### src/rtl/imem_fetch_ctrl_if.sv
// Bus bundle between the fetch sequencer, its instruction memory and decode.
// The master side is the sequencer. state_dbg mirrors its FSM state.
interface imem_fetch_ctrl_if;
    logic        en;
    logic [31:0] imem_addr;
    logic [31:0] imem_rdata;
    logic        redirect_valid;
    logic [31:0] redirect_pc;
    logic        out_valid;
    logic        out_ready;
    logic [31:0] out_pc;
    logic [31:0] out_instr;
    logic        fault;
    logic [31:0] fault_pc;
    logic [31:0] fetch_count;
    logic        state_dbg;

    // Handshake: an instruction moves to decode on a cycle where out_valid
    // and out_ready are both high. out_valid never depends on out_ready
    // combinationally. While out_valid=1 and out_ready=0, out_pc and
    // out_instr hold steady.
    modport master (
        input  en, imem_rdata, redirect_valid, redirect_pc, out_ready,
        output imem_addr, out_valid, out_pc, out_instr, fault, fault_pc,
        output fetch_count, state_dbg
    );

    modport slave (
        output en, imem_rdata, redirect_valid, redirect_pc, out_ready,
        input  imem_addr, out_valid, out_pc, out_instr, fault, fault_pc,
        input  fetch_count, state_dbg
    );
endinterface

### src/rtl/imem_fetch_ctrl.sv
// Instruction fetch sequencer. It owns the PC and registers each fetched word
// in a one-entry output stage. It also handles redirects, fault states and a
// count of accepted instructions.
module imem_fetch_ctrl #(
    parameter logic [31:0] RESET_PC    = 32'h0000_0000,
    parameter int unsigned IMEM_WORDS  = 20,
    parameter logic [31:0] FAULT_INSTR = 32'hDEAD_BEEF
) (
    input  logic               clk,
    input  logic               rst_n,
    imem_fetch_ctrl_if.master  bus
);

    typedef enum logic {
        ST_FETCH = 1'b0,
        ST_FAULT = 1'b1
    } state_e;

    localparam logic [29:0] WORD_LIMIT = 30'(IMEM_WORDS);

    state_e      state_q, state_d;
    logic [31:0] pc_q, pc_d;
    logic        out_valid_q, out_valid_d;
    logic [31:0] out_pc_q, out_pc_d;
    logic [31:0] out_instr_q, out_instr_d;
    logic        fault_q, fault_d;
    logic [31:0] fault_pc_q, fault_pc_d;
    logic [31:0] fetch_count_q, fetch_count_d;

    logic handshake;
    logic slot_free;
    logic redirect_bad;
    logic pc_oob;

    assign handshake    = out_valid_q && bus.out_ready;
    assign slot_free    = !out_valid_q || bus.out_ready;
    assign redirect_bad = (bus.redirect_pc[1:0] != 2'b00) ||
                          (bus.redirect_pc[31:2] >= WORD_LIMIT);
    assign pc_oob       = pc_q[31:2] >= WORD_LIMIT;

    always_comb begin
        state_d       = state_q;
        pc_d          = pc_q;
        out_valid_d   = out_valid_q;
        out_pc_d      = out_pc_q;
        out_instr_d   = out_instr_q;
        fault_d       = fault_q;
        fault_pc_d    = fault_pc_q;
        fetch_count_d = fetch_count_q;

        // A handshake on a redirect cycle still counts before the flush.
        if (handshake && (fetch_count_q != 32'hFFFF_FFFF)) begin
            fetch_count_d = fetch_count_q + 32'd1;
        end

        case (state_q)
            ST_FETCH: begin
                if (bus.redirect_valid) begin
                    out_valid_d = 1'b0;
                    if (redirect_bad) begin
                        state_d     = ST_FAULT;
                        fault_d     = 1'b1;
                        fault_pc_d  = bus.redirect_pc;
                        out_instr_d = FAULT_INSTR;
                    end else begin
                        pc_d = bus.redirect_pc;
                    end
                end else if (bus.en && slot_free) begin
                    if (pc_oob) begin
                        state_d     = ST_FAULT;
                        fault_d     = 1'b1;
                        fault_pc_d  = pc_q;
                        out_valid_d = 1'b0;
                        out_instr_d = FAULT_INSTR;
                    end else begin
                        out_instr_d = bus.imem_rdata;
                        out_pc_d    = pc_q;
                        out_valid_d = 1'b1;
                        pc_d        = pc_q + 32'd4;
                    end
                end else if (handshake) begin
                    out_valid_d = 1'b0;
                end
            end
            ST_FAULT: begin
                // Only a redirect to a legal target can leave this state.
                if (bus.redirect_valid) begin
                    if (redirect_bad) begin
                        fault_pc_d = bus.redirect_pc;
                    end else begin
                        state_d = ST_FETCH;
                        fault_d = 1'b0;
                        pc_d    = bus.redirect_pc;
                    end
                end
            end
            default: begin
                state_d = ST_FETCH;
            end
        endcase
    end

    always_ff @(posedge clk or negedge rst_n) begin
        if (!rst_n) begin
            state_q       <= ST_FETCH;
            pc_q          <= RESET_PC;
            out_valid_q   <= 1'b0;
            out_pc_q      <= 32'h0;
            out_instr_q   <= 32'h0;
            fault_q       <= 1'b0;
            fault_pc_q    <= 32'h0;
            fetch_count_q <= 32'h0;
        end else begin
            state_q       <= state_d;
            pc_q          <= pc_d;
            out_valid_q   <= out_valid_d;
            out_pc_q      <= out_pc_d;
            out_instr_q   <= out_instr_d;
            fault_q       <= fault_d;
            fault_pc_q    <= fault_pc_d;
            fetch_count_q <= fetch_count_d;
        end
    end

    assign bus.imem_addr   = pc_q;
    assign bus.out_valid   = out_valid_q;
    assign bus.out_pc      = out_pc_q;
    assign bus.out_instr   = out_instr_q;
    assign bus.fault       = fault_q;
    assign bus.fault_pc    = fault_pc_q;
    assign bus.fetch_count = fetch_count_q;
    assign bus.state_dbg   = state_q;

endmodule

### src/flat_wrapper.sv
// flat-port wrapper written by rule: the top's interface ports become plain ports
module imem_fetch_ctrl_flat 
#(
    parameter logic [31:0] RESET_PC    = 32'h0000_0000,
    parameter int unsigned IMEM_WORDS  = 20,
    parameter logic [31:0] FAULT_INSTR = 32'hDEAD_BEEF
)
  (clk, rst_n, bus_en, bus_imem_rdata, bus_redirect_valid, bus_redirect_pc, bus_out_ready, bus_imem_addr, bus_out_valid, bus_out_pc, bus_out_instr, bus_fault, bus_fault_pc, bus_fetch_count, bus_state_dbg);
  imem_fetch_ctrl_if bus_i ();
  input  logic clk;
  input  logic rst_n;
  input wire logic [$bits(bus_i.en)-1:0] bus_en;
  input wire logic [$bits(bus_i.imem_rdata)-1:0] bus_imem_rdata;
  input wire logic [$bits(bus_i.redirect_valid)-1:0] bus_redirect_valid;
  input wire logic [$bits(bus_i.redirect_pc)-1:0] bus_redirect_pc;
  input wire logic [$bits(bus_i.out_ready)-1:0] bus_out_ready;
  output wire logic [$bits(bus_i.imem_addr)-1:0] bus_imem_addr;
  output wire logic [$bits(bus_i.out_valid)-1:0] bus_out_valid;
  output wire logic [$bits(bus_i.out_pc)-1:0] bus_out_pc;
  output wire logic [$bits(bus_i.out_instr)-1:0] bus_out_instr;
  output wire logic [$bits(bus_i.fault)-1:0] bus_fault;
  output wire logic [$bits(bus_i.fault_pc)-1:0] bus_fault_pc;
  output wire logic [$bits(bus_i.fetch_count)-1:0] bus_fetch_count;
  output wire logic [$bits(bus_i.state_dbg)-1:0] bus_state_dbg;
  assign bus_i.en = bus_en;
  assign bus_i.imem_rdata = bus_imem_rdata;
  assign bus_i.redirect_valid = bus_redirect_valid;
  assign bus_i.redirect_pc = bus_redirect_pc;
  assign bus_i.out_ready = bus_out_ready;
  assign bus_imem_addr = bus_i.imem_addr;
  assign bus_out_valid = bus_i.out_valid;
  assign bus_out_pc = bus_i.out_pc;
  assign bus_out_instr = bus_i.out_instr;
  assign bus_fault = bus_i.fault;
  assign bus_fault_pc = bus_i.fault_pc;
  assign bus_fetch_count = bus_i.fetch_count;
  assign bus_state_dbg = bus_i.state_dbg;
  imem_fetch_ctrl #(.RESET_PC(RESET_PC), .IMEM_WORDS(IMEM_WORDS), .FAULT_INSTR(FAULT_INSTR)) u_core (.clk(clk), .rst_n(rst_n), .bus(bus_i));
endmodule
### config.mk
export PLATFORM = sky130hd
export DESIGN_NAME = imem_fetch_ctrl_flat
export DESIGN_NICKNAME = d
export VERILOG_FILES = /design/src/rtl/imem_fetch_ctrl_if.sv /design/src/rtl/imem_fetch_ctrl.sv /design/src/flat_wrapper.sv
export SDC_FILE = /design/constraint.sdc
export NUM_CORES = 1
export LEC_CHECK = 0
export ABC_CLOCK_PERIOD_IN_PS = 2300
export CAP_MARGIN = 15
export CORE_ASPECT_RATIO = 1.25
export CORE_MARGIN = 5
export CORE_UTILIZATION = 23
export CTS_BUF_LIST = sky130_fd_sc_hd__clkbuf_16
export DETAILED_ROUTE_END_ITERATION = 8
export HOLD_SLACK_MARGIN = 0.02
export SYNTH_ARGS = -nofsm -noshare
export SYNTH_HDL_FRONTEND = slang
export SYNTH_SLANG_ARGS = --single-unit
### constraint.sdc
create_clock -name clk -period 2.3 [get_ports clk]
set_input_delay 0.23 -clock clk [delete_from_list [all_inputs] [get_ports clk]]
set_output_delay 0.23 -clock clk [all_outputs]
set_load 0.02 [all_outputs]
# Word-level counts from Yosys, hierarchy flattened
# Cells that the tools add are included.
[totals]
word_cells = 71
regBits = 163
out_inout_bits = 163
[op_classes]
bitwise = 3
n_mux = 33
order_cmp = 2
add_sub_neg = 2
n_reduce_logical = 15
n_eq_ne = 8
[op_table]
columns = ["operator", "n"]
rows = [
  ["$mux 32", 14],
  ["$pmux 32 s2", 2],
  ["$ge 30x5->1 const B", 2],
  ["$add 32x1->32 const B", 1],
  ["$add 32x3->32 const B", 1],
  ["$ne 32x32->1 const B", 1],
  ["$mux 1", 15],
  ["$ne 3x2->1 const B", 3],
  ["$reduce_and 3->1", 3],
  ["$reduce_and 5->1", 1],
  ["$ne 2x2->1 const B", 2],
  ["$pmux 1 s2", 2],
  ["$reduce_and 4->1", 1],
  ["$reduce_bool 2->1", 2],
  ["$logic_and 1x1->1", 3],
  ["$ne 3x3->1 const B", 1],
  ["$not 1->1", 3],
  ["$reduce_bool 3->1", 1],
  ["$logic_or 1x1->1", 2],
  ["$ne 2x1->1 const B", 1],
  ["$reduce_and 2->1", 1],
  ["$logic_not 1->1", 1],
]

# Longest topological paths before layout
[logic_depth]
ltp_word = 6
ltp_mapped = 7
ltp_nobuf = 6

# Least setup slack after synthesis
# Ideal clock, no wire load.
[synth_path]
path_type = "reg2reg"
from = "reg u_core.pc_q[17] (netlist: u_core.bus.imem_addr[17])"
to = "reg u_core.pc_q[4] (netlist: u_core.bus.imem_addr[4])"
setup_slack_ns = 0.352
period_less_slack_ns = 1.948
setup_ns = 0.126
stages_incl_launch_ff = 7
t_arrival_ns = 1.822
path_cell_list = "dfrtp_1 -> nor4_2 -> nand4_1 -> or3_1 -> buf_6 -> mux2i_1 -> a221o_1"
[synth_via]
elab_chain_len = 3
[synth_rtl]
columns = ["item", "line_no", "source"]
rows = [
  ["start, declared", "imem_fetch_ctrl.sv:22", "logic [31:0] pc_q, pc_d;"],
  ["start signal, assigned", "imem_fetch_ctrl.sv:115", "pc_q <= pc_d;"],
  ["$ge 30x5->1", "imem_fetch_ctrl.sv:39", "assign pc_oob = pc_q[31:2] >= WORD_LIMIT;"],
  ["$ne 3x3->1 (no line)", "n/a", ""],
  ["$reduce_and 3->1 (no line)", "n/a", ""],
]
# No other way between the ends.
# A chain may end at the register's enable or synchronous reset.

# Final worst setup path
[layout_path]
from = "reg u_core.pc_q[30] (netlist: u_core.bus.imem_addr[30])"
to = "reg u_core.out_instr_q[21] (netlist: u_core.bus.out_instr[21])"
[layout_via]
elab_chain_len = 4
[layout_rtl]
columns = ["item", "line_no", "source"]
rows = [
  ["$ge 30x5->1", "imem_fetch_ctrl.sv:39", ""],
  ["$mux 32", "imem_fetch_ctrl.sv:69", "if (pc_oob) begin"],
  ["$mux 32", "imem_fetch_ctrl.sv:68", "end else if (bus.en && slot_free) begin"],
  ["$mux 32", "imem_fetch_ctrl.sv:58", "if (bus.redirect_valid) begin"],
  ["end signal, assigned", "imem_fetch_ctrl.sv:118", "out_instr_q <= out_instr_d;"],
  ["end, declared", "imem_fetch_ctrl.sv:25", "logic [31:0] out_instr_q, out_instr_d;"],
]
# No other way between the ends. The select of a mux whose other input is x is not followed.

==> results.md <==
- Critical Path Fanout Max: 58
- DRC viols: 0
- Peak VDD IR: 0.500 mV
- Setup Fix Bufs, Post-CTS: 0
- Cell area after placement: 9870 um^2
- Vias in the first global route: 5733
- Ys flop type: dfrtp_1
- Gr usage total: 0.133
- Synth warn: 0
- Clock power frac: 0.420
- Pre-CTS WS: -0.0584 ns
- Largest net degree at the start of global routing: 59
- Post-route insts no fill: 1231
- Critical Path RT: 2.61 ns
- Final setup vio count: 0
- Clk_lat worst skew: 0.43 ns
- Unique masters post-synth: 44
- Chip height: 202 um
- GRT overflow: 0
- Cells after Synth: 554
- Reg2Reg Depth: 5
- Total die area: 33000 um^2
- Setup ws final: 0.217 ns
- Row count: 70
- Final WL: 21700 um
- 1st-iter DRT viols: 274
- Core Area: 29200 um^2
- CP Launch Type: register
- Antenna violations before repair: 0
- Vias: 5445
- Slowest CP cell: or3_4
- Flop-to-flop setup slack: 0.22 ns
- First-pass GRT wire length: 34100 um
- Asr flop ratio synth: 1.00
- WS Path Type: register to register
- Setup_tns: 0 ns
- Arrival time at the worst endpoint: 2.39 ns
- Final Cycle Share: 0.906
- PnR Total Power: 7.46 mW
- Min Tclk post-route: 2.08 ns
- Layout Skew: 0.0123 ns
- Post-synth EDFFs: 0
- GPL Wtd Cong: 0.801
- Slew Viols, Final: 0
- H-tree Lvls: 4
- Switching pwr: 1.93 mW
- Avg Cell Area, Syn: 12.2 um^2
- Port Buffers: 231
- CTS buffer count: 17
- Switching share of power: 0.258
- Cell internal pwr: 5.53 mW
- Critical R2R Launch: u_core.bus.imem_addr[30]$_DFFE_PN0P_
- Clock transition at path regs: 0.06 ns
- Hold Path Class: input pin to async pin
- Initial core utilization: 0.232
- Maxcap violations: 0
- Clock Sinks: 163
- Initial DRT Pass Iterations: 4
- Leakage power: 4.42 nW
- TritonCTS clock tree: done
- Num ports: 232
- Placed insts: 1198
- Max clock buf depth: 2
- Seq/Total Area, Yosys: 0.602
- PwrDens: 708 nW/um^2
- Routed vias/inst: 4.42
- Hold WS: 0.294 ns
- Final net count: 894
- Final hold vios: 0
- Wire per inst: 17.7 um
- Number of diodes: 0
- Outcome: complete, no violations
- Synthesis-to-finish area growth: 55.5%
- Synthesized area: 6780 um^2
- Final core occ: 0.361
- Worst slew margin: 0.610
- #FFs+latches synth: 163
- Design area: 10500 um^2
- Clk root buf: clkbuf_16
- Post-route ant nets: 0
- Largest stage delay, worst path: 0.46 ns
- Fmax: 480 MHz
- Die W: 164 um
- Share of layout cells above drive strength 1: 0.116
- Synthesized Nets: 626
- Tightest Pin Transition: 0.585 ns
- Worst Setup End Kind: register
- Worst path cell trace: nor4_2 -> nand4_1 -> or3_4 -> buf_12 -> o22a_1
- Combinational group share of total power: 0.153
- Unrepaired setup endpoints after global routing: no
- Post-DP HPWL: 16100 um
- Register share of total power: 0.427
- Critical R2R Capture: u_core.bus.out_instr[21]$_DFFE_PN0P_
-- synthesized netlist by cell type, types with 8 or more instances --
cell | number | area share
dfrtp_1 | 163 | 0.60
and2_1 | 47 | 0.043
nand2_1 | 31 | 0.017
o2bb2ai_1 | 28 | 0.036
mux2i_1 | 24 | 0.035
o22a_1 | 24 | 0.031
nand4_1 | 23 | 0.021
xnor2_1 | 23 | 0.030
and3_1 | 19 | 0.018
nand3_1 | 19 | 0.014
nor2_1 | 18 | 0.010
buf_2 | 13 | 0.0096
clkbuf_1 | 13 | 0.0072
a22o_1 | 12 | 0.016
a21oi_1 | 9 | 0.0066
and4_1 | 8 | 0.010
-- registers in the layout (all words and copies together) (netlist names) --
register / cells
u_core.bus.out_instr: 32
u_core.bus.fault_pc: 32
u_core.bus.imem_addr: 32
u_core.bus.fault: 1
u_core.bus.out_pc: 32
u_core.bus.fetch_count: 32
u_core.bus.state_dbg: 1
u_core.bus.out_valid: 1
-- cells by family after synthesis --
group | count (synthesis) | share of synthesized area
simple gates | 196 | 0.169
flops | 163 | 0.602
compound gates | 100 | 0.119
buf+inv | 36 | 0.0262
xor+xnor | 30 | 0.0388
mux | 26 | 0.0388
fa+ha+maj | 3 | 0.00554
-- placed cells by master (no fill, tap or decap), types with 8 or more instances in the layout --
master	synthesis	layout
o22a_1	24	24
buf_4	1	41
dfrtp_1	163	163
xnor2_1	23	23
a22o_1	12	12
a21oi_1	9	8
inv_1	6	8
nand4_1	23	23
clkdlybuf4s50_1	0	230
and2_1	47	47
o2bb2ai_1	28	28
nand2_1	31	31
and3_1	19	19
nor2_1	18	16
clkbuf_16	0	17
nand3_1	19	19
mux2i_1	24	24
and4_1	8	8
-- how the worst max path moves through the flow --
stage | startpoint | cells after the start | to | slack (ns)
6_report | u_core.bus.imem_addr[30]$_DFFE_PN0P_ | 5 | u_core.bus.out_instr[21]$_DFFE_PN0P_ | 0.22
5_1_grt | u_core.bus.imem_addr[30]$_DFFE_PN0P_ | 5 | u_core.bus.out_instr[6]$_DFFE_PN0P_ | 0.14
3_3_place_gp | bus_redirect_pc[25] | 9 | u_core.bus.out_instr[25]$_DFFE_PN0P_ | -0.06
2_1_floorplan | u_core.bus.imem_addr[17]$_DFFE_PN0P_ | 6 | u_core.bus.imem_addr[4]$_DFFE_PN0P_ | 0.35
4_1_cts | u_core.bus.imem_addr[30]$_DFFE_PN0P_ | 5 | u_core.bus.out_instr[21]$_DFFE_PN0P_ | 0.07
3_5_place_dp | bus_redirect_pc[25] | 9 | u_core.bus.out_instr[6]$_DFFE_PN0P_ | -0.06
-- repair_timing --
| action | in CTS | in global routing |
|---|---|---|
| resized for setup | 0 | 2 |
| setup endpoints to repair | 0 | 16 |
| hold buffers | 1 | 0 |
| endpoints found under the hold margin | 43 | 0 |
-- layout make-up --
class / instances / area [um^2]
fill: 2912 / 18600
sequential: 163 / 4080
timing repair buffer: 279 / 2750
multi-input combinational: 355 / 2550
tap: 396 / 495
clock buffer: 17 / 425
clock inverter: 15 / 215
inverter: 6 / 22.5
-- layer usage --
metal | vias to the layer above | global-route usage | routed length [um]
met1 | 2710 | 0.161 | 8750
met4 | 0 | 0.0393 | 443
met2 | 146 | 0.226 | 11100
li1 | 2562 | - | -
met5 | - | 0 | 0
met3 | 27 | 0.0447 | 1400
-- power groups by stage --
| stage | clock network [mW] | registers [mW] | logic [mW] |
|---|---|---|---|
| after floorplan | 0 | 3.42 | 0.257 |
| after global placement | 0 | 3.23 | 1.16 |
| after detailed placement | 0 | 3.23 | 1.17 |
| after CTS | 3.25 | 3.18 | 1.17 |
| after global routing | 3.37 | 3.21 | 1.23 |
| final | 3.13 | 3.18 | 1.14 |
-- critical path, delay by kind of cell, from the launching register on --
| family | cells | cell delay, ns |
|---|---|---|
| AOI/OAI and AO/OA | 1 | 0.25 |
| buffers and inverters | 1 | 0.18 |
| DFF | 1 | 0.43 |
| and+or+nand+nor | 3 | 1.03 |
Note: power is estimated with default switching activity, not from simulation.
==> variant (same flow settings) <==
Take the reset off `out_instr_q` and load it in a clocked block of its own.
--- a/src/rtl/imem_fetch_ctrl.sv
+++ b/src/rtl/imem_fetch_ctrl.sv
@@ -106,7 +106,6 @@
             pc_q          <= RESET_PC;
             out_valid_q   <= 1'b0;
             out_pc_q      <= 32'h0;
-            out_instr_q   <= 32'h0;
             fault_q       <= 1'b0;
             fault_pc_q    <= 32'h0;
             fetch_count_q <= 32'h0;
@@ -115,11 +114,14 @@
             pc_q          <= pc_d;
             out_valid_q   <= out_valid_d;
             out_pc_q      <= out_pc_d;
-            out_instr_q   <= out_instr_d;
             fault_q       <= fault_d;
             fault_pc_q    <= fault_pc_d;
             fetch_count_q <= fetch_count_d;
         end
+    end
+
+    always_ff @(posedge clk) begin
+        out_instr_q <= out_instr_d;
     end
 
     assign bus.imem_addr   = pc_q;
Function: changed (Yosys sat finds a counterexample within 4 cycles, from zero or initial values and one cycle with rst_n low).
==> variant against the original RTL <==
  * Area after synthesis increased by 6.5%
  * Sequential cell count unchanged
  * Wire length is 12% higher
  * Total power is 5.3% lower
  * Worst setup slack lost 0.14 ns
  * Final area rose by 6.0%
  * Via count increased by 12%
==> variant: results (changes against the original RTL) <==
status: "finished, final reports clean"
leakage_nw: 4.65  # +5.0%
final-max-slew-violation-count: 0  # unchanged
yosysSeqAreaShare_pct: 58.7  # -1.5 points
gp_congestion: 0.825  # +2.9%
fillers: 3142  # +7.9%
drive_above_1_share_pct: 18.2  # +6.6 points
pwr-share-clk_pct: 41.2  # -0.8 points
cts-root-buf: "clkbuf_16"
synth_edf_count: 32  # +32
hpwl_mm: 18.0  # +12%
n_antenna_cell: 0  # unchanged
clkTransAtPathRegs_ns: 0.07
grt_antenna_before_repair: 0  # unchanged
critPathLaunch: "u_core.bus.imem_addr[20]"
numCtsBuffers: 17  # unchanged
initialDrtViolationCount: 381  # +39%
synth_ff_type: "dfrtp_1"
wl_mm: 24.5  # +12%
path_max_fanout: 25  # -57%
clkLatencyLatePin_ns: 0.43  # about the same
ys_top_cells_by_area: "dfrtp_1, edfxtp_1, o221a_2"
h-tree-depth: 4  # unchanged
nets: 980  # +9.6%
grt_pass1_vias: 6236  # +8.8%
switching_share_pct: 27.0  # +1.2 points
drv_cap: 0  # unchanged
synth_common_cells: "dfrtp_1, nor2_1, and2_1"
grt_start_max_net_pins: 56  # -5.1%
grt_pass1_wl_mm: 37.6  # +10%
ant_nets: 0  # unchanged
hold_path.class: "in -> async"
tightest_slew_ns: 0.536  # -0.0492 ns
dpl_cell_area_um2: 10500  # +6.4%
yosysWarnings: 0  # unchanged
syn_nets: 686  # +9.6%
post_cts_buffers: 0  # unchanged
cts-resized-gates: 2  # +2
synth_cell_types: 57  # +30%
grtUsageTotal_pct: 13.7  # +0.40 points
finalSetupViolations: 0  # unchanged
vdd_drop_max_mv: 0.363  # -27%
synthArstFlopShare_pct: 80.4  # -20 points
port_buffers: 231  # unchanged
via_count: 6075  # +12%
cts-hold-fix-buffers: 1  # unchanged
power_frac_comb_pct: 14.0  # -1.3 points
fin_skew_ns: 0.0141  # +0.00177 ns
arrival_ns: 2.40
clk_path_buf_depth: 2  # unchanged
drtPass1Iterations: 5  # +1
-- variant: kinds of logic after synthesis --
logic type,share of synthesized area (%)
AO/OA/AOI/OAI,12.9
flip-flops,58.7
AND/OR/NAND/NOR,20.0
multiplexers,1.25
XOR/XNOR,3.88
buffers and inverters,2.65
adder cells (fa/ha/maj),0.520
-- variant: path summary, 6_finish.rpt --
path | cells after the start | to | slack (ns)
setup reg to reg | 4 | u_core.bus.out_instr[0] | 0.08
setup / recovery | 4 | u_core.bus.out_instr[0] | 0.08
hold / removal | 2 | u_core.bus.fetch_count[27] | 0.32
hold reg to reg | 1 | u_core.bus.out_pc[3] | 0.49
min in group clk | 2 | u_core.bus.out_instr[5] | 0.44
max in group asynchronous | 3 | u_core.bus.out_pc[27] | 1.31
-- variant: area by class of cell --
class | count | share of cell area (%)
clock buffer | 18 | 4.03
clock inverter | 14 | 1.24
inverter | 6 | 0.202
multi-input combinational | 408 | 25.2
sequential | 163 | 38.0
tap | 407 | 4.56
timing repair buffer | 312 | 26.8
-- variant: worst max-delay path, cell delays in order (launching register included) --
cell and delay (ns):
dfrtp_1 0.41, nor4_4 0.38, nand4_2 0.19, or4_4 0.65
or2_2 0.33
-- variant: layer usage --
metal	up-vias	GRT usage [%]	wire length, um
li1	2816	-	-
met2	210	22.9	12000
met5	-	0	0
met1	3032	17.0	10200
met3	17	4.44	1870
met4	0	4.03	334
-- variant: stage by stage --
stage               power [mW]  worst slack, ns  utilization, %  instances  hold slack [ns]
floorplan                 3.63            0.165               -        614          -0.0656
global placement          4.21          -0.0993            33.9       1292            0.220
detailed placement        4.22          -0.0853            33.9       1292            0.217
CTS                       7.20          0.00998            35.9       1325            0.314
global route              7.37          -0.0200            36.0       1328            0.338
finish                    7.06           0.0792            36.0       1328            0.315
